## config.mk

```make
export PLATFORM = sky130hd
export DESIGN_NAME = cargador_de_programa
export DESIGN_NICKNAME = d
export VERILOG_FILES = /design/src/rtl/cargador_de_programa.sv
export SDC_FILE = /design/constraint.sdc
export NUM_CORES = 1
export LEC_CHECK = 0
export CORE_MARGIN = 10
export CORE_UTILIZATION = 25
export DETAILED_ROUTE_END_ITERATION = 10
export SETUP_SLACK_MARGIN = 0.2
export SLEW_MARGIN = 20
export SYNTH_ARGS = -nofsm -noshare
export SYNTH_HDL_FRONTEND = slang
export SYNTH_SLANG_ARGS = --single-unit
```

## constraint.sdc

```tcl
create_clock -name i_clk -period 3.43 [get_ports i_clk]
set_clock_uncertainty 0.1 [all_clocks]
set_input_delay 1.029 -clock i_clk [delete_from_list [all_inputs] [get_ports i_clk]]
set_output_delay 1.029 -clock i_clk [all_outputs]
set_load 0.03 [all_outputs]
```

## src/rtl/cargador_de_programa.sv

```systemverilog
// Purpose : program loader; reassembles 9-bit instruction words from a framed host byte stream into program RAM.
// Latency : header strobe -> busy/cpu_hold next cycle; HI strobe -> mem_we next cycle; CHK strobe -> done next cycle.
// Backpressure: none; one byte per cycle (back-to-back strobes) is always accepted, bytes in FIN are dropped.
//
// Optional feature macro: CARGADOR_CHECKSUM_EN (defined = trailing XOR checksum byte required).
//
// Ports:
//   i_clk, i_rst        clock, synchronous active-high reset
//   i_byte_in/_valid    received byte and its one-cycle strobe
//   o_mem_we/_addr/_data program RAM write port (registered, one-cycle we pulse)
//   o_cpu_hold          stalls the CPU while a load is in progress or has failed
//   o_busy              frame in progress
//   o_done              one-cycle pulse on successful frame completion
//   o_error             sticky frame error, cleared by the next header byte
module cargador_de_programa #(
    parameter int ADDR_W = 8
) (
    input  logic              i_clk,
    input  logic              i_rst,
    input  logic [7:0]        i_byte_in,
    input  logic              i_byte_valid,
    output logic              o_mem_we,
    output logic [ADDR_W-1:0] o_mem_addr,
    output logic [8:0]        o_mem_data,
    output logic              o_cpu_hold,
    output logic              o_busy,
    output logic              o_done,
    output logic              o_error
);

    localparam logic [7:0]  HEADER    = 8'hA5;
    // Largest legal instruction count, kept wide enough to hold 2^ADDR_W.
    localparam logic [32:0] MAX_WORDS = 33'd1 << ADDR_W;

`ifdef CARGADOR_CHECKSUM_EN
    typedef enum logic [2:0] {
        S_IDLE, S_COUNT, S_LO, S_HI, S_CHK, S_FIN, S_ERR
    } state_t;
`else
    typedef enum logic [2:0] {
        S_IDLE, S_COUNT, S_LO, S_HI, S_FIN, S_ERR
    } state_t;
`endif

    state_t            r_state;
    logic [7:0]        r_cnt;
    logic [7:0]        r_lo;
    logic              r_mem_we;
    logic [ADDR_W-1:0] r_mem_addr;
    logic [8:0]        r_mem_data;
    logic              r_cpu_hold;
    logic              r_busy;
    logic              r_done;
    logic              r_error;
`ifdef CARGADOR_CHECKSUM_EN
    logic [7:0]        r_chk;
`endif

    logic w_hdr;
    logic w_count_bad;
    logic w_hi_bad;

    assign w_hdr       = i_byte_valid && (i_byte_in == HEADER);
    assign w_count_bad = (i_byte_in == 8'd0) || ({25'd0, i_byte_in} > MAX_WORDS);
    assign w_hi_bad    = (i_byte_in[7:1] != 7'd0);

    always_ff @(posedge i_clk) begin
        if (i_rst) begin
            r_state    <= S_IDLE;
            r_cnt      <= 8'd0;
            r_lo       <= 8'd0;
            r_mem_we   <= 1'b0;
            r_mem_addr <= '0;
            r_mem_data <= 9'd0;
            r_cpu_hold <= 1'b0;
            r_busy     <= 1'b0;
            r_done     <= 1'b0;
            r_error    <= 1'b0;
`ifdef CARGADOR_CHECKSUM_EN
            r_chk      <= 8'd0;
`endif
        end else begin
            r_mem_we <= 1'b0;
            r_done   <= 1'b0;

            // Address advances during the write cycle so the next address
            // is visible one cycle after the write pulse.
            if (r_mem_we) begin
                r_mem_addr <= r_mem_addr + 1'b1;
            end

            case (r_state)
                // ERR re-arms on a header exactly like IDLE; hold stays up
                // in ERR until that happens because RAM contents are partial.
                S_IDLE, S_ERR: begin
                    if (w_hdr) begin
                        r_state    <= S_COUNT;
                        r_busy     <= 1'b1;
                        r_cpu_hold <= 1'b1;
                        r_error    <= 1'b0;
                        r_mem_addr <= '0;
`ifdef CARGADOR_CHECKSUM_EN
                        r_chk      <= 8'd0;
`endif
                    end
                end

                S_COUNT: begin
                    if (i_byte_valid) begin
                        if (w_count_bad) begin
                            r_state <= S_ERR;
                            r_error <= 1'b1;
                            r_busy  <= 1'b0;
                        end else begin
                            r_state <= S_LO;
                            r_cnt   <= i_byte_in;
`ifdef CARGADOR_CHECKSUM_EN
                            r_chk   <= r_chk ^ i_byte_in;
`endif
                        end
                    end
                end

                S_LO: begin
                    if (i_byte_valid) begin
                        r_state <= S_HI;
                        r_lo    <= i_byte_in;
`ifdef CARGADOR_CHECKSUM_EN
                        r_chk   <= r_chk ^ i_byte_in;
`endif
                    end
                end

                S_HI: begin
                    if (i_byte_valid) begin
                        if (w_hi_bad) begin
                            r_state <= S_ERR;
                            r_error <= 1'b1;
                            r_busy  <= 1'b0;
                        end else begin
                            r_mem_we   <= 1'b1;
                            r_mem_data <= {i_byte_in[0], r_lo};
                            r_cnt      <= r_cnt - 8'd1;
`ifdef CARGADOR_CHECKSUM_EN
                            r_chk      <= r_chk ^ i_byte_in;
`endif
                            if (r_cnt == 8'd1) begin
`ifdef CARGADOR_CHECKSUM_EN
                                r_state <= S_CHK;
`else
                                r_state <= S_FIN;
`endif
                            end else begin
                                r_state <= S_LO;
                            end
                        end
                    end
                end

`ifdef CARGADOR_CHECKSUM_EN
                S_CHK: begin
                    if (i_byte_valid) begin
                        if (i_byte_in == r_chk) begin
                            // Release the CPU together with done; FIN only
                            // swallows one cycle of traffic afterwards.
                            r_state    <= S_FIN;
                            r_done     <= 1'b1;
                            r_busy     <= 1'b0;
                            r_cpu_hold <= 1'b0;
                        end else begin
                            r_state <= S_ERR;
                            r_error <= 1'b1;
                            r_busy  <= 1'b0;
                        end
                    end
                end

                S_FIN: begin
                    r_state <= S_IDLE;
                end
`else
                // Without a checksum FIN is entered straight from the last
                // HI byte, so done lands one cycle after the final write.
                S_FIN: begin
                    r_state    <= S_IDLE;
                    r_done     <= 1'b1;
                    r_busy     <= 1'b0;
                    r_cpu_hold <= 1'b0;
                end
`endif

                default: begin
                    r_state <= S_IDLE;
                end
            endcase
        end
    end

    assign o_mem_we   = r_mem_we;
    assign o_mem_addr = r_mem_addr;
    assign o_mem_data = r_mem_data;
    assign o_cpu_hold = r_cpu_hold;
    assign o_busy     = r_busy;
    assign o_done     = r_done;
    assign o_error    = r_error;

endmodule

```

==> flow_metrics.py, run 1 <==
metrics = {
    "power": {
        "clock_power_share_pct": 41.8,
        "combPwrFrac_pct": 5.4,
        "irDropWorstVdd_mv": 0.186,
        "p_int_uw": 708,
        "power-per-cell-area_mw_per_mm2": 345,
        "p_seq_share_pct": 52.8,
        "power.switching_uw": 195,
        "leakage_nw": 0.973,
        "swShare_pct": 21.6,
    },
    "logic_synthesis": {
        "synth_top_area_share_pct": 39.9,
        "synth_area_leaders": "dfxtp_1 (40%), mux2i_1 (9.3%), nor2_1 (6.0%)",
        "yosysWarnings": 0,
        "syn_inst": 227,
        "synth_fp_nets": 241,
        "syn_area_sq_mm": 0.00206,
        "synth_edf_count": 0,
        "avgSynthCellArea_sq_um": 9.06,
        "ys_ff_latch": 41,
        "synth_area_leader_cell": "dfxtp_1",
        "synthArstFlopShare_pct": 0,
        "ys_seq_area_share_pct": 39.9,
        "synth_cell_type_count": 52,
        "synth_flop_cell": "dfxtp_1",
    },
    "routing": {
        "drc_errors": 0,
        "wl_per_cell_um": 13.7,
        "drt_first_iter_violations": 162,
        "dr.pass1.iters": 4,
        "route.vias.total": 1769,
        "routed_wirelength_um": 5050,
        "ant_nets": 0,
        "routed_via_density": 4.82,
    },
    "sta": {
        "setup_viol": 0,
        "worstMarginPinSlew_ns": 0.680,
        "fmax_mhz": 356,
        "timing.final.crit_period_ns": 2.81,
        "finalSetupTns_ns": 0,
        "finalMaxSlewViolations": 0,
        "post-route-period-util_pct": 81.8,
        "hold_viol": 0,
        "rsz0062_at_grt": "no",
        "slew_headroom_pct": 54.5,
    },
    "clocking": {
        "h-tree-depth": 2,
        "root_buffer": "clkbuf_8",
        "insertion_delay_ns": 0.29,
        "cts_tree": "built",
        "clockBufferDepth": 2,
        "cts_setup_buffers": 0,
        "postCtsHoldBufs": 0,
        "cts_num_sinks": 41,
        "ctsResizeCount": 0,
        "clk_pin_slew_worst_paths_ns": 0.08,
        "cts_buffers": 5,
    },
    "layout": {
        "final_cell_mix": "dfxtp_1 (41), nor2_1 (33), clkdlybuf4s50_1 (32), mux2i_1 (19), a21oi_1 (17)",
        "antennaDiodeCount": 0,
        "drive_gt1_share_pct": 10.7,
        "area_growth_pct": 27.4,
        "regArea_sq_um": 821,
        "multiInputGateArea_sq_mm": 0.00114,
        "finish.utilization_pct": 32.4,
        "layout_commonest_cell": "dfxtp_1",
        "fill_cells": 863,
        "nNetsFinal": 276,
    },
    "critical_path": {
        "max_stage_delay_ns": 0.60,
        "critical_path_arrival_ns": 2.89,
        "crit_path_end_kind": "flop",
        "startpoint_type": "input pin",
        "cp.depth": 5,
        "worstPathRequired_ns": 3.51,
        "critPathBufInv": 1,
        "path_delay_family": "simple AND/OR/NAND/NOR gates",
        "path_cells": "clkdlybuf4s50_1 -> or4_4 -> nor3_1 -> o21ai_0 -> a41o_1",
        "worst_path_max_delay_cell": "or4_4",
        "crit_type": "in2reg",
        "r2r_cells": 4,
        "critPathMaxFanout": 5,
    },
    "placement": {
        "hpwlAfterDp_um": 3640,
        "gp_congestion": 0.825,
        "io_buffer_count": 32,
    },
    "floorplan": {
        "initial_core_util_pct": 25.4,
        "die_y_um": 111,
        "core_area_sq_mm": 0.00809,
        "fp.dieW_um": 111,
        "ios": 33,
        "rows": 33,
        "die_area_sq_mm": 0.0123,
    },
    "global_routing": {
        "first_global_vias": 1756,
        "grt_start_max_net_pins": 32,
        "grtUsageTotal_pct": 8.13,
        "grt_pass1_wl_um": 8550,
        "grt.overflow.total": 0,
        "antenna_found_initial": 0,
    },
    "run_status": {
        "status": "finished clean",
    },
    "run": {
        "maxCapViolCount": 0,
    },
    "min_path": {
        "hold_class": "reg2reg",
        "hold_depth": 2,
    },
}
## worst reg2reg max path, stage by stage (launching register included)
cell and delay [ns]:
dfxtp_1 0.68, nand3b_1 0.62, nor4bb_1 0.42, a21oi_1 0.08, o32ai_2 0.21
## worst paths after layout
kind                 from  endpoint  slack [ns]
min reg2reg      r_cnt[6]  r_cnt[6]        0.40
max reg2reg    r_state[1]  r_cnt[7]        1.24
min              r_cnt[6]  r_cnt[6]        0.40
max          i_byte_in[3]    o_busy        0.62
## per-layer routing
metal  vias up  wire (um)  track usage, %
li1        883          -               -
met1       840       2380            9.59
met4         0         56            2.95
met2        40       2390            13.4
met3         6        220            2.71
met5         -          0               0
## layout make-up
cell class,count,area share [%]
Multi-Input combinational cell,165,43.7
Sequential cell,41,31.3
Timing Repair Buffer,41,14.8
Tap cell,105,5.02
Clock buffer,5,2.63
Clock inverter,2,1.34
Inverter,8,1.15
## power by group through the flow
stage | clock network, mW | registers (mW) | logic, mW
finish | 0.378 | 0.476 | 0.0488
global route | 0.415 | 0.476 | 0.0529
CTS | 0.396 | 0.476 | 0.0494
detailed placement | 0 | 0.487 | 0.0490
global placement | 0 | 0.487 | 0.0491
floorplan | 0 | 0.487 | 0.0187
## sequential cells by signal, summed over array words and instances, names as in the netlist
signal and count:
o_mem_addr 8, r_lo 8, o_cpu_hold 1, o_mem_data 9, o_done 1, r_cnt 8
r_state 3, o_error 1, o_busy 1, o_mem_we 1
## synth_stat cells (2+ instances only)
cell / n
a21oi_1: 17
nor2b_1: 4
nand2b_1: 2
nor2_1: 33
nand2_1: 12
clkbuf_1: 8
or3_1: 2
o32ai_2: 5
inv_1: 8
buf_2: 3
nor3_1: 5
nand4_1: 4
a211o_1: 2
a22oi_1: 3
o21ai_0: 8
dfxtp_1: 41
a31oi_1: 2
o31ai_1: 2
xor2_1: 6
nand3_1: 3
and3_1: 2
mux2i_1: 19
nor3b_1: 4
a311oi_1: 2
ha_1: 3
## through the flow
stage / hold WS, ns / total power [mW] / setup slack, ns / cell area, sq um / instances
floorplan: 0.358 / 0.506 / 0.939 / 2060 / 227
global placement: 0.375 / 0.537 / 0.335 / 2510 / 360
detailed placement: 0.382 / 0.536 / 0.328 / 2510 / 360
CTS: 0.400 / 0.922 / 0.639 / 2620 / 367
global route: 0.424 / 0.945 / 0.525 / 2620 / 367
finish: 0.396 / 0.902 / 0.623 / 2620 / 367
## kinds of logic after synthesis
logic type,count (synthesis),share of synthesized area (%)
AO/OA/AOI/OAI,53,19.4
XOR/XNOR,7,2.98
adder cells (fa/ha/maj),3,1.83
buffers and inverters,21,4.38
flip-flops,41,39.9
multiplexers,19,9.25
AND/OR/NAND/NOR,83,22.2
No activity file was read; power rests on OpenSTA's default activity.
==> run 2: changes to the inputs <==
Clock period 3.43 ns to 2.9 ns, I/O delays scaled along.
==> run 2 against run 1 <==
Global-route usage rose by 0.19 points. Cell count rose by 2.7%. Via count is 2.8% higher. Combinational power up 30%. Sequential share of layout area down 0.60 points. Largest cell class unchanged.
==> flow_metrics.py, run 2 (synthesis results as in run 1) <==
metrics = {
    "layout": {
        "nNetsFinal": 285,
        "area_growth_pct": 29.9,
        "antennaDiodeCount": 0,
        "regArea_sq_um": 821,
        "multiInputGateArea_sq_mm": 0.00114,
        "largest_register_ffs": 9,
        "drive_gt1_share_pct": 13.6,
        "final_cell_mix": "dfxtp_1 (41), nor2_1 (33), clkdlybuf4s50_1 (32), mux2i_1 (19), buf_4 (18)",
        "fill_cells": 876,
        "layout_commonest_cell": "dfxtp_1",
    },
    "run_status": {
        "status": "finished clean",
    },
    "sta": {
        "setup_ws_ns": 0.329,
        "rsz0062_at_grt": "no",
        "fmax_mhz": 389,
        "hold_ws_ns": 0.382,
        "post-route-period-util_pct": 88.6,
        "setup_viol": 0,
        "worstMarginPinSlew_ns": 0.558,
        "finalSetupTns_ns": 0,
        "timing.final.crit_period_ns": 2.57,
        "slew_headroom_pct": 62.4,
        "finalMaxSlewViolations": 0,
        "hold_viol": 0,
    },
    "clocking": {
        "postCtsHoldBufs": 0,
        "insertion_delay_ns": 0.30,
        "root_buffer": "clkbuf_8",
        "cts_tree": "built",
        "ctsResizeCount": 0,
        "cts_buffers": 5,
        "clk_pin_slew_worst_paths_ns": 0.08,
        "clockBufferDepth": 2,
        "h-tree-depth": 2,
        "cts_num_sinks": 41,
        "cts_setup_buffers": 0,
    },
    "placement": {
        "hpwlAfterDp_um": 3870,
        "gp_congestion": 0.832,
        "dp_slack_ns": 0.00691,
        "io_buffer_count": 32,
    },
    "floorplan": {
        "fp.dieW_um": 111,
        "die_y_um": 111,
        "die_area_sq_mm": 0.0123,
        "initial_core_util_pct": 25.4,
        "ios": 33,
        "rows": 33,
        "core_area_sq_mm": 0.00809,
    },
    "routing": {
        "routed_via_density": 4.82,
        "dr.pass1.iters": 4,
        "route.vias.total": 1819,
        "wl_per_cell_um": 13.7,
        "drc_errors": 0,
        "routed_wirelength_um": 5150,
        "drt_first_iter_violations": 109,
        "ant_nets": 0,
    },
    "global_routing": {
        "grt_pass1_wl_um": 8720,
        "grtUsageTotal_pct": 8.32,
        "grt.overflow.total": 0,
        "antenna_found_initial": 0,
        "first_global_vias": 1759,
        "grt_start_max_net_pins": 32,
    },
    "power": {
        "power.switching_uw": 251,
        "irDropWorstVdd_mv": 0.182,
        "swShare_pct": 24.8,
        "combPwrFrac_pct": 6.3,
        "power-per-cell-area_mw_per_mm2": 379,
        "clock_power_share_pct": 38.1,
        "p_int_uw": 761,
        "p_seq_share_pct": 55.6,
        "leakage_nw": 0.999,
    },
    "critical_path": {
        "path_delay_family": "simple AND/OR/NAND/NOR gates",
        "critPathBufInv": 1,
        "path_cells": "clkdlybuf4s50_1 -> or4_1 -> nor3_1 -> o21ai_0 -> a41o_1",
        "worstPathRequired_ns": 3.00,
        "crit_path_end_kind": "flop",
        "max_stage_delay_ns": 0.60,
        "cp-startpoint": "i_byte_in[2]",
        "startpoint_type": "input pin",
        "critPathMaxFanout": 6,
        "r2r_start": "r_state[0]",
        "crit_type": "in2reg",
        "worst_path_max_delay_cell": "or4_1",
        "critical_path_arrival_ns": 2.67,
    },
    "min_path": {
        "worstHoldStart": "o_error",
        "hold_class": "reg2reg",
    },
    "run": {
        "maxCapViolCount": 0,
    },
}
run 2: cell types whose count changed in the layout (fill, tap and decap cells not counted):
cell,delta
clkinv_2,-1
clkinvlp_4,+2
bufinv_16,-1
clkbuf_1,+1
buf_4,+9
run 2: worst paths after layout:
kind / endpoint / slack, ns / cells past startpoint
worst max-delay path: o_busy / 0.33 / 5
worst min-delay path: o_error / 0.38 / 2
worst max register to register: r_cnt[1] / 1.06 / 5
worst min register to register: o_error / 0.38 / 2
run 2: layout make-up:
| type | instances | area share [%] |
|---|---|---|
| multi-input combinational | 165 | 42.9 |
| sequential | 41 | 30.7 |
| timing repair buffer | 50 | 17.1 |
| tap | 105 | 4.92 |
| clock buffer | 6 | 2.72 |
| inverter | 8 | 1.12 |
| clock inverter | 2 | 0.562 |
run 2: through the flow:
| step | util (%) | cell area (sq um) | instances | power, mW |
|---|---|---|---|---|
| 5_1_grt | 33.0 | 2670 | 377 | 1.05 |
| 3_3_place_gp | 31.9 | 2580 | 369 | 0.640 |
| 6_report | 33.0 | 2670 | 377 | 1.01 |
| 3_5_place_dp | 31.9 | 2580 | 369 | 0.641 |
| 4_1_cts | 33.0 | 2670 | 377 | 1.04 |
| 2_1_floorplan | - | 2060 | 227 | 0.598 |
run 2: power by group through the flow:
stage,clock [mW],sequential (mW),combinational [mW]
floorplan,0,0.576,0.0221
global placement,0,0.576,0.0638
detailed placement,0,0.576,0.0640
CTS,0.409,0.563,0.0643
global route,0.422,0.563,0.0692
finish,0.386,0.563,0.0636
run 2: metal layers:
layer | up-vias | share of wire, % | GRT usage, %
li1 | 906 | - | -
met1 | 860 | 46 | 10.6
met2 | 45 | 47 | 12.7
met3 | 8 | 5.6 | 2.60
met4 | 0 | 1.5 | 3.30
met5 | - | 0 | 0
run 2: worst min-delay path: stages, from the launching register on:
cell and delay [ns]:
dfxtp_1 0.32, o21ai_0 0.07, a21oi_1 0.06
==> run 3: changes to the inputs <==
Settings changed: PLACE_DENSITY set to 0.52.
==> run 3 against run 2 <==
Sequential power is essentially flat. Total power up 8.5%. First-iteration DRC count decreased by 28%. Non-clock buffer count is 3 higher. Design area up 1.9%. Clock-buffer cell count unchanged. Flip-flop and latch count did not move. Cell count increased by 0.80%. Routed wire length is 0.35% higher. Highest routed layer unchanged.
==> flow_metrics.py, run 3 (synthesis results as in run 1) <==
metrics = {
    "power": {
        "p_int_uw": 852,
        "combPwrFrac_pct": 6.1,
        "leakage_nw": 1.03,
        "clock_power_share_pct": 42.6,
        "power.switching_uw": 246,
        "p_seq_share_pct": 51.3,
        "swShare_pct": 22.4,
        "irDropWorstVdd_mv": 0.225,
        "power-per-cell-area_mw_per_mm2": 404,
    },
    "critical_path": {
        "critPathMaxFanout": 3,
        "startpoint_type": "input pin",
        "crit_type": "in2reg",
        "crit_path_end_kind": "flop",
        "worstPathRequired_ns": 3.03,
        "critical_path_arrival_ns": 2.74,
        "cp-startpoint": "i_byte_in[3]",
        "r2r_start": "r_state[0]",
    },
    "run_status": {
        "status": "finished clean",
    },
    "floorplan": {
        "initial_core_util_pct": 25.4,
        "core_area_sq_mm": 0.00809,
        "die_y_um": 111,
        "ios": 33,
        "fp.dieW_um": 111,
        "die_area_sq_mm": 0.0123,
        "rows": 33,
    },
    "routing": {
        "drc_errors": 0,
        "routed_via_density": 4.73,
        "dr.pass1.iters": 4,
        "wl_per_cell_um": 13.6,
        "routed_wirelength_um": 5170,
        "drt_first_iter_violations": 78,
        "ant_nets": 0,
        "route.vias.total": 1796,
    },
    "sta": {
        "slew_headroom_pct": 61.8,
        "hold_viol": 0,
        "setup_viol": 0,
        "timing.final.crit_period_ns": 2.61,
        "fmax_mhz": 384,
        "worstMarginPinSlew_ns": 0.571,
        "finalSetupTns_ns": 0,
        "rsz0062_at_grt": "no",
        "finalMaxSlewViolations": 0,
        "post-route-period-util_pct": 89.9,
    },
    "global_routing": {
        "grt_pass1_wl_um": 8920,
        "first_global_vias": 1748,
        "antenna_found_initial": 0,
        "grt_start_max_net_pins": 32,
        "grt.overflow.total": 0,
        "grtUsageTotal_pct": 8.53,
    },
    "layout": {
        "multiInputGateArea_sq_mm": 0.00115,
        "layout_commonest_cell": "dfxtp_1",
        "fill_cells": 865,
        "regArea_sq_um": 821,
        "final_cell_mix": "dfxtp_1 (41), nor2_1 (33), clkdlybuf4s50_1 (32), buf_4 (21), mux2i_1 (19)",
        "antennaDiodeCount": 0,
        "nNetsFinal": 288,
        "finalNonFillerCells": 380,
        "largest_register_ffs": 9,
        "area_growth_pct": 32.4,
        "drive_gt1_share_pct": 14.9,
    },
    "clocking": {
        "insertion_delay_ns": 0.30,
        "cts_setup_buffers": 0,
        "clk_pin_slew_worst_paths_ns": 0.08,
        "cts_buffers": 5,
        "cts_num_sinks": 41,
        "h-tree-depth": 2,
        "root_buffer": "clkbuf_8",
        "clockBufferDepth": 2,
        "cts_tree": "built",
    },
    "placement": {
        "dp.cells": 372,
        "io_buffer_count": 32,
        "gp_congestion": 0.837,
        "hpwlAfterDp_um": 3900,
    },
    "min_path": {
        "worstHoldStart": "r_cnt[6]",
        "hold_class": "reg2reg",
    },
    "run": {
        "maxCapViolCount": 0,
    },
}
## run 3: changes by cell type in the layout (fill, tap and decap cells not counted), sizes merged
| cell | delta |
|---|---|
| clkinvlp | -2 |
| clkinv | +1 |
| bufinv | +1 |
| buf | +3 |
## run 3: final cells by class
class	count	area share, %
sequential	41	30.2
tap	105	4.83
multi-input combinational	165	42.3
clock buffer	6	2.67
inverter	8	1.10
clock inverter	2	1.43
timing repair buffer	53	17.6
## run 3: metal layers
metal	up-vias	GRT usage (%)	routed length (um)
met1	823	11.1	2650
met3	9	3.63	355
met5	-	0	0
met4	0	2.95	68
li1	921	-	-
met2	43	12.2	2100
## run 3: power groups by stage
| stage | sequential, mW | combinational (mW) | clock (mW) |
|---|---|---|---|
| 2_1_floorplan | 0.576 | 0.0221 | 0 |
| 3_3_place_gp | 0.576 | 0.0681 | 0 |
| 3_5_place_dp | 0.576 | 0.0672 | 0 |
| 4_1_cts | 0.563 | 0.0675 | 0.487 |
| 5_1_grt | 0.563 | 0.0733 | 0.511 |
| 6_report | 0.563 | 0.0672 | 0.468 |
## run 3: timing repair
action,4_1_cts,5_1_grt
gates resized for setup,0,1
hold buffers,0,0
endpoints found under the setup margin,0,1
## run 3: worst paths after layout
kind	endpoint	slack (ns)	cells past startpoint
hold / removal	r_cnt[6]	0.38	2
hold reg to reg	r_cnt[6]	0.38	2
setup reg to reg	r_cnt[1]	0.96	5
setup / recovery	r_state[1]	0.29	6
## run 3: stage by stage
step	hold WS (ns)	power (mW)	utilization [%]	instance area, sq um	setup WS, ns
floorplan	0.358	0.598	-	2060	0.568
global placement	0.372	0.645	32.2	2610	0.00817
detailed placement	0.370	0.644	32.2	2610	-0.0218
CTS	0.382	1.12	33.6	2720	0.308
global route	0.423	1.15	33.6	2720	0.214
finish	0.383	1.10	33.6	2720	0.293
## run 3: critical path, cell delays in order
cell and delay, ns:
clkdlybuf4s50_1 0.48, or4_4 0.58, buf_4 0.16, a211oi_1 0.34, o21ai_0 0.16, a21oi_1 0.15
